File: src/rtl/mem_ctrl_pkg.sv
// mem_ctrl_pkg: shared constants, state encodings and helpers for the
// byte-serial memory controller (mem_ctrl and its pending-request slots).
package mem_ctrl_pkg;

    localparam int          ADDR_W_DEF       = 32;
    localparam int          DATA_W_DEF       = 32;
    localparam logic [31:0] IO_ADDR_BASE_DEF = 32'h30000;

    // Request direction encoding used by both requesters
    localparam logic READ_FLAG  = 1'b0;
    localparam logic WRITE_FLAG = 1'b1;

    typedef enum logic [1:0] {
        ST_IDLE  = 2'd0,
        ST_READ  = 2'd1,
        ST_WRITE = 2'd2
    } state_t;

    typedef enum logic {
        SRC_LSU   = 1'b0,
        SRC_FETCH = 1'b1
    } src_t;

    // Byte count of a request; any size other than 1 or 2 is a word access
    function automatic logic [2:0] byte_count(input logic [2:0] size);
        case (size)
            3'd1:    return 3'd1;
            3'd2:    return 3'd2;
            default: return 3'd4;
        endcase
    endfunction

endpackage

File: src/rtl/mem_ctrl_pending_slot.sv
// mem_ctrl_pending_slot: one-entry holding register for a requester.
// Captures a one-cycle request pulse and keeps it until the controller
// accepts it. A same-cycle pulse is presented straight through so it can be
// accepted on the very edge it arrives. The flush input drops read requests
// only; a pending write always survives.
module mem_ctrl_pending_slot
    import mem_ctrl_pkg::*;
#(
    parameter int ADDR_W = ADDR_W_DEF,
    parameter int DATA_W = DATA_W_DEF
) (
    input  logic              clk,
    input  logic              rst,
    input  logic              rdy,
    input  logic              req_pulse,
    input  logic              req_rw,
    input  logic [2:0]        req_size,
    input  logic [ADDR_W-1:0] req_addr,
    input  logic [DATA_W-1:0] req_data,
    input  logic              accept,
    input  logic              flush,
    output logic              out_vld,
    output logic              out_rw,
    output logic [2:0]        out_size,
    output logic [ADDR_W-1:0] out_addr,
    output logic [DATA_W-1:0] out_data
);

    logic              held;
    logic              held_rw;
    logic [2:0]        held_size;
    logic [ADDR_W-1:0] held_addr;
    logic [DATA_W-1:0] held_data;
    logic              flushed;

    assign out_rw   = held ? held_rw   : req_rw;
    assign out_size = held ? held_size : req_size;
    assign out_addr = held ? held_addr : req_addr;
    assign out_data = held ? held_data : req_data;
    assign flushed  = flush && (out_rw == READ_FLAG);
    assign out_vld  = (held || req_pulse) && !flushed;

    // Occupancy: set by a pulse, cleared when accepted or flushed
    always_ff @(posedge clk) begin
        if (rst) begin
            held <= 1'b0;
        end else if (rdy) begin
            if (accept || flushed) begin
                held <= 1'b0;
            end else if (req_pulse) begin
                held <= 1'b1;
            end
        end
    end

    // Request fields: captured only into an empty slot so a held request is not overwritten
    always_ff @(posedge clk) begin
        if (rdy && req_pulse && !held) begin
            held_rw   <= req_rw;
            held_size <= req_size;
            held_addr <= req_addr;
            held_data <= req_data;
        end
    end

endmodule

File: src/rtl/mem_ctrl.sv
// mem_ctrl: byte-serial RAM/IO controller serving the LSU and the
// instruction fetcher. Requests are serialised into little-endian byte
// accesses; LSU wins ties. Reads are abandoned on misbranch, writes never.
// Optional build macro IO_BUFFER_STALL_EN: hold IO-space write bytes while
// the UART buffer reports full.
module mem_ctrl
    import mem_ctrl_pkg::*;
#(
    parameter int                ADDR_W       = ADDR_W_DEF,
    parameter int                DATA_W       = DATA_W_DEF,
    parameter logic [ADDR_W-1:0] IO_ADDR_BASE = IO_ADDR_BASE_DEF
) (
    input  logic              clk,
    input  logic              rst,
    input  logic              rdy,
    input  logic              enable_signal_from_lsu,
    input  logic              read_or_write_flag_from_lsu,
    input  logic [2:0]        size_from_lsu,
    input  logic [ADDR_W-1:0] address_from_lsu,
    input  logic [DATA_W-1:0] data_from_lsu,
    output logic              finish_flag_to_lsu,
    output logic [DATA_W-1:0] data_to_lsu,
    input  logic              enable_signal_from_fetcher,
    input  logic [ADDR_W-1:0] address_from_fetcher,
    output logic              finish_flag_to_fetcher,
    output logic [DATA_W-1:0] inst_to_fetcher,
    input  logic [7:0]        mem_din,
    output logic [7:0]        mem_dout,
    output logic [ADDR_W-1:0] mem_a,
    output logic              mem_wr,
    input  logic              io_buffer_full,
    input  logic              misbranch_flag
);

    state_t            state;
    src_t              cur_src;
    logic [2:0]        step;
    logic [2:0]        cur_n;
    logic [ADDR_W-1:0] cur_addr;
    logic [DATA_W-1:0] cur_data;
    logic [DATA_W-1:0] rd_buf;
    logic [DATA_W-1:0] rd_buf_nxt;

    logic              lsu_vld;
    logic              lsu_rw;
    logic [2:0]        lsu_size;
    logic [ADDR_W-1:0] lsu_addr;
    logic [DATA_W-1:0] lsu_data;
    logic              fet_vld;
    logic              fet_rw_unused;
    logic [2:0]        fet_size;
    logic [ADDR_W-1:0] fet_addr;
    logic [DATA_W-1:0] fet_data_unused;

    logic              is_idle;
    logic              accept_lsu;
    logic              accept_fet;
    logic              sel_rw;
    logic [2:0]        sel_size;
    logic [ADDR_W-1:0] sel_addr;
    logic [ADDR_W-1:0] byte_addr;
    logic [DATA_W-1:0] wr_shift;
    logic [1:0]        rd_sel;
    logic              stall_first;
    logic              stall_cur;

    assign is_idle    = (state == ST_IDLE);
    assign accept_lsu = rdy && is_idle && lsu_vld;
    assign accept_fet = rdy && is_idle && !lsu_vld && fet_vld;

    mem_ctrl_pending_slot #(.ADDR_W(ADDR_W), .DATA_W(DATA_W)) u_lsu_slot (
        .clk       (clk),
        .rst       (rst),
        .rdy       (rdy),
        .req_pulse (enable_signal_from_lsu),
        .req_rw    (read_or_write_flag_from_lsu),
        .req_size  (size_from_lsu),
        .req_addr  (address_from_lsu),
        .req_data  (data_from_lsu),
        .accept    (accept_lsu),
        .flush     (misbranch_flag),
        .out_vld   (lsu_vld),
        .out_rw    (lsu_rw),
        .out_size  (lsu_size),
        .out_addr  (lsu_addr),
        .out_data  (lsu_data)
    );

    mem_ctrl_pending_slot #(.ADDR_W(ADDR_W), .DATA_W(DATA_W)) u_fet_slot (
        .clk       (clk),
        .rst       (rst),
        .rdy       (rdy),
        .req_pulse (enable_signal_from_fetcher),
        .req_rw    (READ_FLAG),
        .req_size  (3'd4),
        .req_addr  (address_from_fetcher),
        .req_data  ('0),
        .accept    (accept_fet),
        .flush     (misbranch_flag),
        .out_vld   (fet_vld),
        .out_rw    (fet_rw_unused),
        .out_size  (fet_size),
        .out_addr  (fet_addr),
        .out_data  (fet_data_unused)
    );

    // The fetcher never writes, so only the LSU supplies write data
    assign sel_rw   = lsu_vld ? lsu_rw   : READ_FLAG;
    assign sel_size = lsu_vld ? lsu_size : fet_size;
    assign sel_addr = lsu_vld ? lsu_addr : fet_addr;

    assign byte_addr = cur_addr + ADDR_W'(step);
    assign wr_shift  = cur_data >> {step[1:0], 3'b000};
    // Read byte i is sampled when step == i + 2
    assign rd_sel    = step[1:0] - 2'd2;

`ifdef IO_BUFFER_STALL_EN
    assign stall_first = io_buffer_full && (sel_addr >= IO_ADDR_BASE);
    assign stall_cur   = io_buffer_full && (byte_addr >= IO_ADDR_BASE);
`else
    logic io_full_unused;
    assign io_full_unused = io_buffer_full;
    assign stall_first    = 1'b0;
    assign stall_cur      = 1'b0;
`endif

    // Read assembly: drop the incoming byte into its little-endian lane
    always_comb begin
        rd_buf_nxt = rd_buf;
        rd_buf_nxt[{rd_sel, 3'b000} +: 8] = mem_din;
    end

    // Main FSM: accept, serialise byte accesses and pulse finish to the owner
    always_ff @(posedge clk) begin
        if (rst) begin
            state                  <= ST_IDLE;
            cur_src                <= SRC_LSU;
            step                   <= 3'd0;
            finish_flag_to_lsu     <= 1'b0;
            finish_flag_to_fetcher <= 1'b0;
            mem_wr                 <= 1'b0;
            mem_a                  <= '0;
            mem_dout               <= 8'h00;
            data_to_lsu            <= '0;
            inst_to_fetcher        <= '0;
            rd_buf                 <= '0;
        end else if (rdy) begin
            finish_flag_to_lsu     <= 1'b0;
            finish_flag_to_fetcher <= 1'b0;
            case (state)
                ST_IDLE: begin
                    mem_wr <= 1'b0;
                    if (lsu_vld || fet_vld) begin
                        cur_src  <= lsu_vld ? SRC_LSU : SRC_FETCH;
                        cur_addr <= sel_addr;
                        cur_data <= lsu_data;
                        cur_n    <= byte_count(sel_size);
                        rd_buf   <= '0;
                        mem_a    <= sel_addr;
                        if (sel_rw == WRITE_FLAG) begin
                            state    <= ST_WRITE;
                            mem_dout <= lsu_data[7:0];
                            if (stall_first) begin
                                mem_wr <= 1'b0;
                                step   <= 3'd0;
                            end else begin
                                mem_wr <= 1'b1;
                                step   <= 3'd1;
                            end
                        end else begin
                            state <= ST_READ;
                            step  <= 3'd1;
                        end
                    end
                end
                ST_READ: begin
                    mem_wr <= 1'b0;
                    if (misbranch_flag) begin
                        state <= ST_IDLE;
                    end else begin
                        if (step < cur_n) begin
                            mem_a <= byte_addr;
                        end
                        if (step >= 3'd2) begin
                            rd_buf <= rd_buf_nxt;
                        end
                        if (step == cur_n + 3'd1) begin
                            state <= ST_IDLE;
                            if (cur_src == SRC_LSU) begin
                                finish_flag_to_lsu <= 1'b1;
                                data_to_lsu        <= rd_buf_nxt;
                            end else begin
                                finish_flag_to_fetcher <= 1'b1;
                                inst_to_fetcher        <= rd_buf_nxt;
                            end
                        end
                        step <= step + 3'd1;
                    end
                end
                ST_WRITE: begin
                    if (step < cur_n) begin
                        mem_a    <= byte_addr;
                        mem_dout <= wr_shift[7:0];
                        if (stall_cur) begin
                            mem_wr <= 1'b0;
                        end else begin
                            mem_wr <= 1'b1;
                            step   <= step + 3'd1;
                        end
                    end else begin
                        mem_wr             <= 1'b0;
                        finish_flag_to_lsu <= 1'b1;
                        state              <= ST_IDLE;
                    end
                end
                default: begin
                    mem_wr <= 1'b0;
                    state  <= ST_IDLE;
                end
            endcase
        end
    end

endmodule

File: config.mk
export PLATFORM = sky130hd
export DESIGN_NAME = mem_ctrl
export DESIGN_NICKNAME = d
export VERILOG_FILES = /design/src/rtl/mem_ctrl_pkg.sv /design/src/rtl/mem_ctrl_pending_slot.sv /design/src/rtl/mem_ctrl.sv
export SDC_FILE = /design/constraint.sdc
export NUM_CORES = 1
export LEC_CHECK = 0
export BUFFER_PORTS_ARGS = -buffer_cell sky130_fd_sc_hd__buf_2
export CAP_MARGIN = 20
export CELL_PAD_IN_SITES_DETAIL_PLACEMENT = 1
export CELL_PAD_IN_SITES_GLOBAL_PLACEMENT = 2
export CORE_MARGIN = 3
export CORE_UTILIZATION = 42
export CTS_BUF_LIST = sky130_fd_sc_hd__clkbuf_4 sky130_fd_sc_hd__clkbuf_8 sky130_fd_sc_hd__clkbuf_16
export CTS_CLUSTER_SIZE = 40
export DETAILED_ROUTE_END_ITERATION = 12
export GPL_TIMING_DRIVEN = 0
export PLACE_DENSITY_LB_ADDON = 0.1
export SYNTH_ARGS = -nofsm -noshare
export SYNTH_HDL_FRONTEND = slang
export SYNTH_HIERARCHICAL = 1
export SYNTH_SLANG_ARGS = --single-unit
File: constraint.sdc
create_clock -name clk -period 20.2 [get_ports clk]
set_input_delay 2.02 -clock clk [delete_from_list [all_inputs] [get_ports clk]]
set_output_delay 2.02 -clock clk [all_outputs]
set_load 0.05 [all_outputs]
==> flow_summary.yaml <==
floorplanning:
  core_area_mm2: 0.0329
  rows: 66
  dieArea_mm2: 0.0361
  die_y_um: 190
  io-pin-count: 222
  initial_core_util_pct: 43.2
  die_w_um: 190
power_and_ir_drop:
  p_leak_nw: 6.76
  combPwrFrac_pct: 14.6
  pwr_density_cell_mw_per_mm2: 94.4
  switchingPower_mw: 0.435
  peakVddDrop_mv: 0.0576
  swShare_pct: 26.7
  p_seq_share_pct: 45.1
  p_int_mw: 1.19
  power.share.clock_pct: 40.3
synthesis:
  synth_cells: 1182
  synth_area_per_cell_um2: 12.0
  syn-cell-area_mm2: 0.0142
  yosys_warnings: 6
sta:
  worst_slew_pin_slew_ns: 0.982
  finClkSkew_ns: 0.0101
  fin_crit_sh_pct: 26.2
  hold_viol: 0
  setup_viol: 0
  setup_tns_ns: 0
  whs_ns: 0.454
  relSlewSlack_pct: 34.2
  drv_slew: 0
  rsz0062_at_grt: "no"
  timing.fmax_mhz: 189
  worst_slack_ns: 14.91
  min_period_ns: 5.29
route:
  vias_per_cell: 5.39
  wl_mm: 41.3
  first_pass_iters: 5
  drt_iter0_drc: 452
  ant_nets: 0
  drc: 0
  wl_per_cell_um: 21.4
  vias: 10378
placement:
  hpwl_mm: 30.1
  dp.cells: 1859
  portBuffers: 220
  gp_congestion: 0.808
  post-place-ws_ns: 14.35
worst_setup_path:
  endpoint_kind: "flip-flop"
  start_kind: "input port"
  crit_required_ns: 20.43
  ff2ff_path_depth: 10
  path_class: "input port to flip-flop"
  arrival_ns: 5.52
  rr_endpoint: "cur_addr[3]$_DFFE_PP_"
  r2r_slack_ns: 15.71
  r2r-start: "u_lsu_slot/held$_SDFFE_PP0P_"
  crit_fanout: 12
layout:
  nets: 1588
  fin_util_pct: 52.4
  fillers: 3568
  layout-drive-gt1-share_pct: 34.9
  layout.cells.non_filler: 1925
  syn_to_final_growth_pct: 21.2
  num_antenna_cells: 0
cts:
  cts_max_level: 2
  post_cts_resized: 0
  clock_latency_ns: 0.52
  cts.sinks: 318
  cts_buffer_depth: 3
  clockRootBuffer: "clkbuf_16"
  cts_tree: "done"
  cts_hold_buf: 0
  cts_buffers: 36
  cts_setup_buffers: 0
  clk_pin_slew_ns: 0.06
global_route:
  antenna_found_initial: 0
  grt_pass1_wl_mm: 63.9
  grt-ovfl-total: 0
  grt_max_degree: 26
  track_usage_pct: 22.7
  grt_pass1_vias: 11006
run_status:
  status: "completed"
min_path:
  hold_end: "mem_a[2]$_SDFFE_PP0P_"
  hp-class: "flip-flop to flip-flop"
  worstHoldStart: "mem_a[2]$_SDFFE_PP0P_"
  min_path_cells: 2
flow_run:
  drv_cap: 0
registers in the layout, indices dropped and copies added, names as in the netlist, 2 cells and up:
| name | count |
|---|---|
| step | 3 |
| u_fet_slot/held_size | 3 |
| data_to_lsu | 32 |
| u_lsu_slot/held_addr | 32 |
| u_fet_slot/held_addr | 32 |
| inst_to_fetcher | 32 |
| u_lsu_slot/held_data | 32 |
| rd_buf | 32 |
| cur_data | 32 |
| mem_a | 32 |
| cur_n | 3 |
| u_lsu_slot/held_size | 3 |
| state | 2 |
| cur_addr | 32 |
| mem_dout | 8 |
worst max-delay path, cell delays in order:
cell and delay [ns]:
buf_2 0.09, mux2i_1 0.10, a21oi_1 0.52, buf_1 0.71, clkbuf_1 0.63, nor2_1 0.16
nor3_2 0.81, buf_6 0.28, buf_6 0.17
metal layers:
metal,routed length (µm),global-route usage [%]
met3,1880,3.11
met4,873,6.23
met5,0,0
met1,18100,29.6
met2,20400,39.7
through the flow:
stage / power [mW] / instance area, µm²
2_1_floorplan: 0.902 / 14300
3_3_place_gp: 0.981 / 15900
3_5_place_dp: 0.988 / 16100
4_1_cts: 1.65 / 17300
5_1_grt: 1.69 / 17300
6_report: 1.63 / 17300
layout make-up:
class,instances,area (µm²),share of cell area (%)
multi-input cells,746,5670,32.9
flip-flops and latches,318,8080,46.8
inverters,50,188,1.09
plain buffers,74,344,1.99
repair buffers,229,1230,7.14
clock buffers,57,1110,6.45
well taps,442,553,3.20
clock inverters,9,78.8,0.457
worst max path at each step:
| stage | from | end | slack (ns) | depth (start not counted) |
|---|---|---|---|---|
| finish | read_or_write_flag_from_lsu | cur_addr[3]$_DFFE_PP_ | 14.91 | 9 |
| global placement | read_or_write_flag_from_lsu | cur_data[10]$_DFFE_PP_ | 8.10 | 7 |
| global route | read_or_write_flag_from_lsu | cur_addr[19]$_DFFE_PP_ | 14.71 | 9 |
| floorplan | read_or_write_flag_from_lsu | cur_addr[0]$_DFFE_PP_ | 11.88 | 6 |
| detailed placement | read_or_write_flag_from_lsu | cur_addr[18]$_DFFE_PP_ | 14.35 | 9 |
| CTS | read_or_write_flag_from_lsu | cur_addr[27]$_DFFE_PP_ | 14.89 | 9 |
power groups by stage:
stage                     logic, mW  clock network [mW]  registers (mW)
after global placement        0.231                   0           0.750
after global routing          0.257               0.697           0.737
after floorplan               0.119                   0           0.783
after CTS                     0.241               0.671           0.734
final                         0.238               0.657           0.734
after detailed placement      0.240                   0           0.748
layout by cell type, fill, tap and decap left out, types with 5 or more instances in the layout:
cell / n
edfxtp_1: 171
o21ai_0: 12
ha_1: 17
o22ai_1: 13
and3_1: 7
buf_2: 240
dfxtp_1: 147
nand4_1: 13
mux2i_1: 17
buf_6: 8
conb_1: 8
xnor2_1: 14
nand2_1: 37
mux2_2: 148
a211oi_2: 30
a211oi_1: 37
xor2_1: 7
clkbuf_1: 39
a22oi_1: 40
a21oi_1: 57
clkbuf_16: 37
nor2b_1: 37
o211ai_1: 6
nor3_1: 13
buf_1: 7
buf_4: 5
nor4_1: 7
nand3_1: 18
nor2_1: 130
a21o_1: 5
clkbuf_4: 14
inv_1: 50
clkbuf_8: 6
a211o_1: 6
mux4_2: 8
No activity file was read; power rests on OpenSTA's default activity.
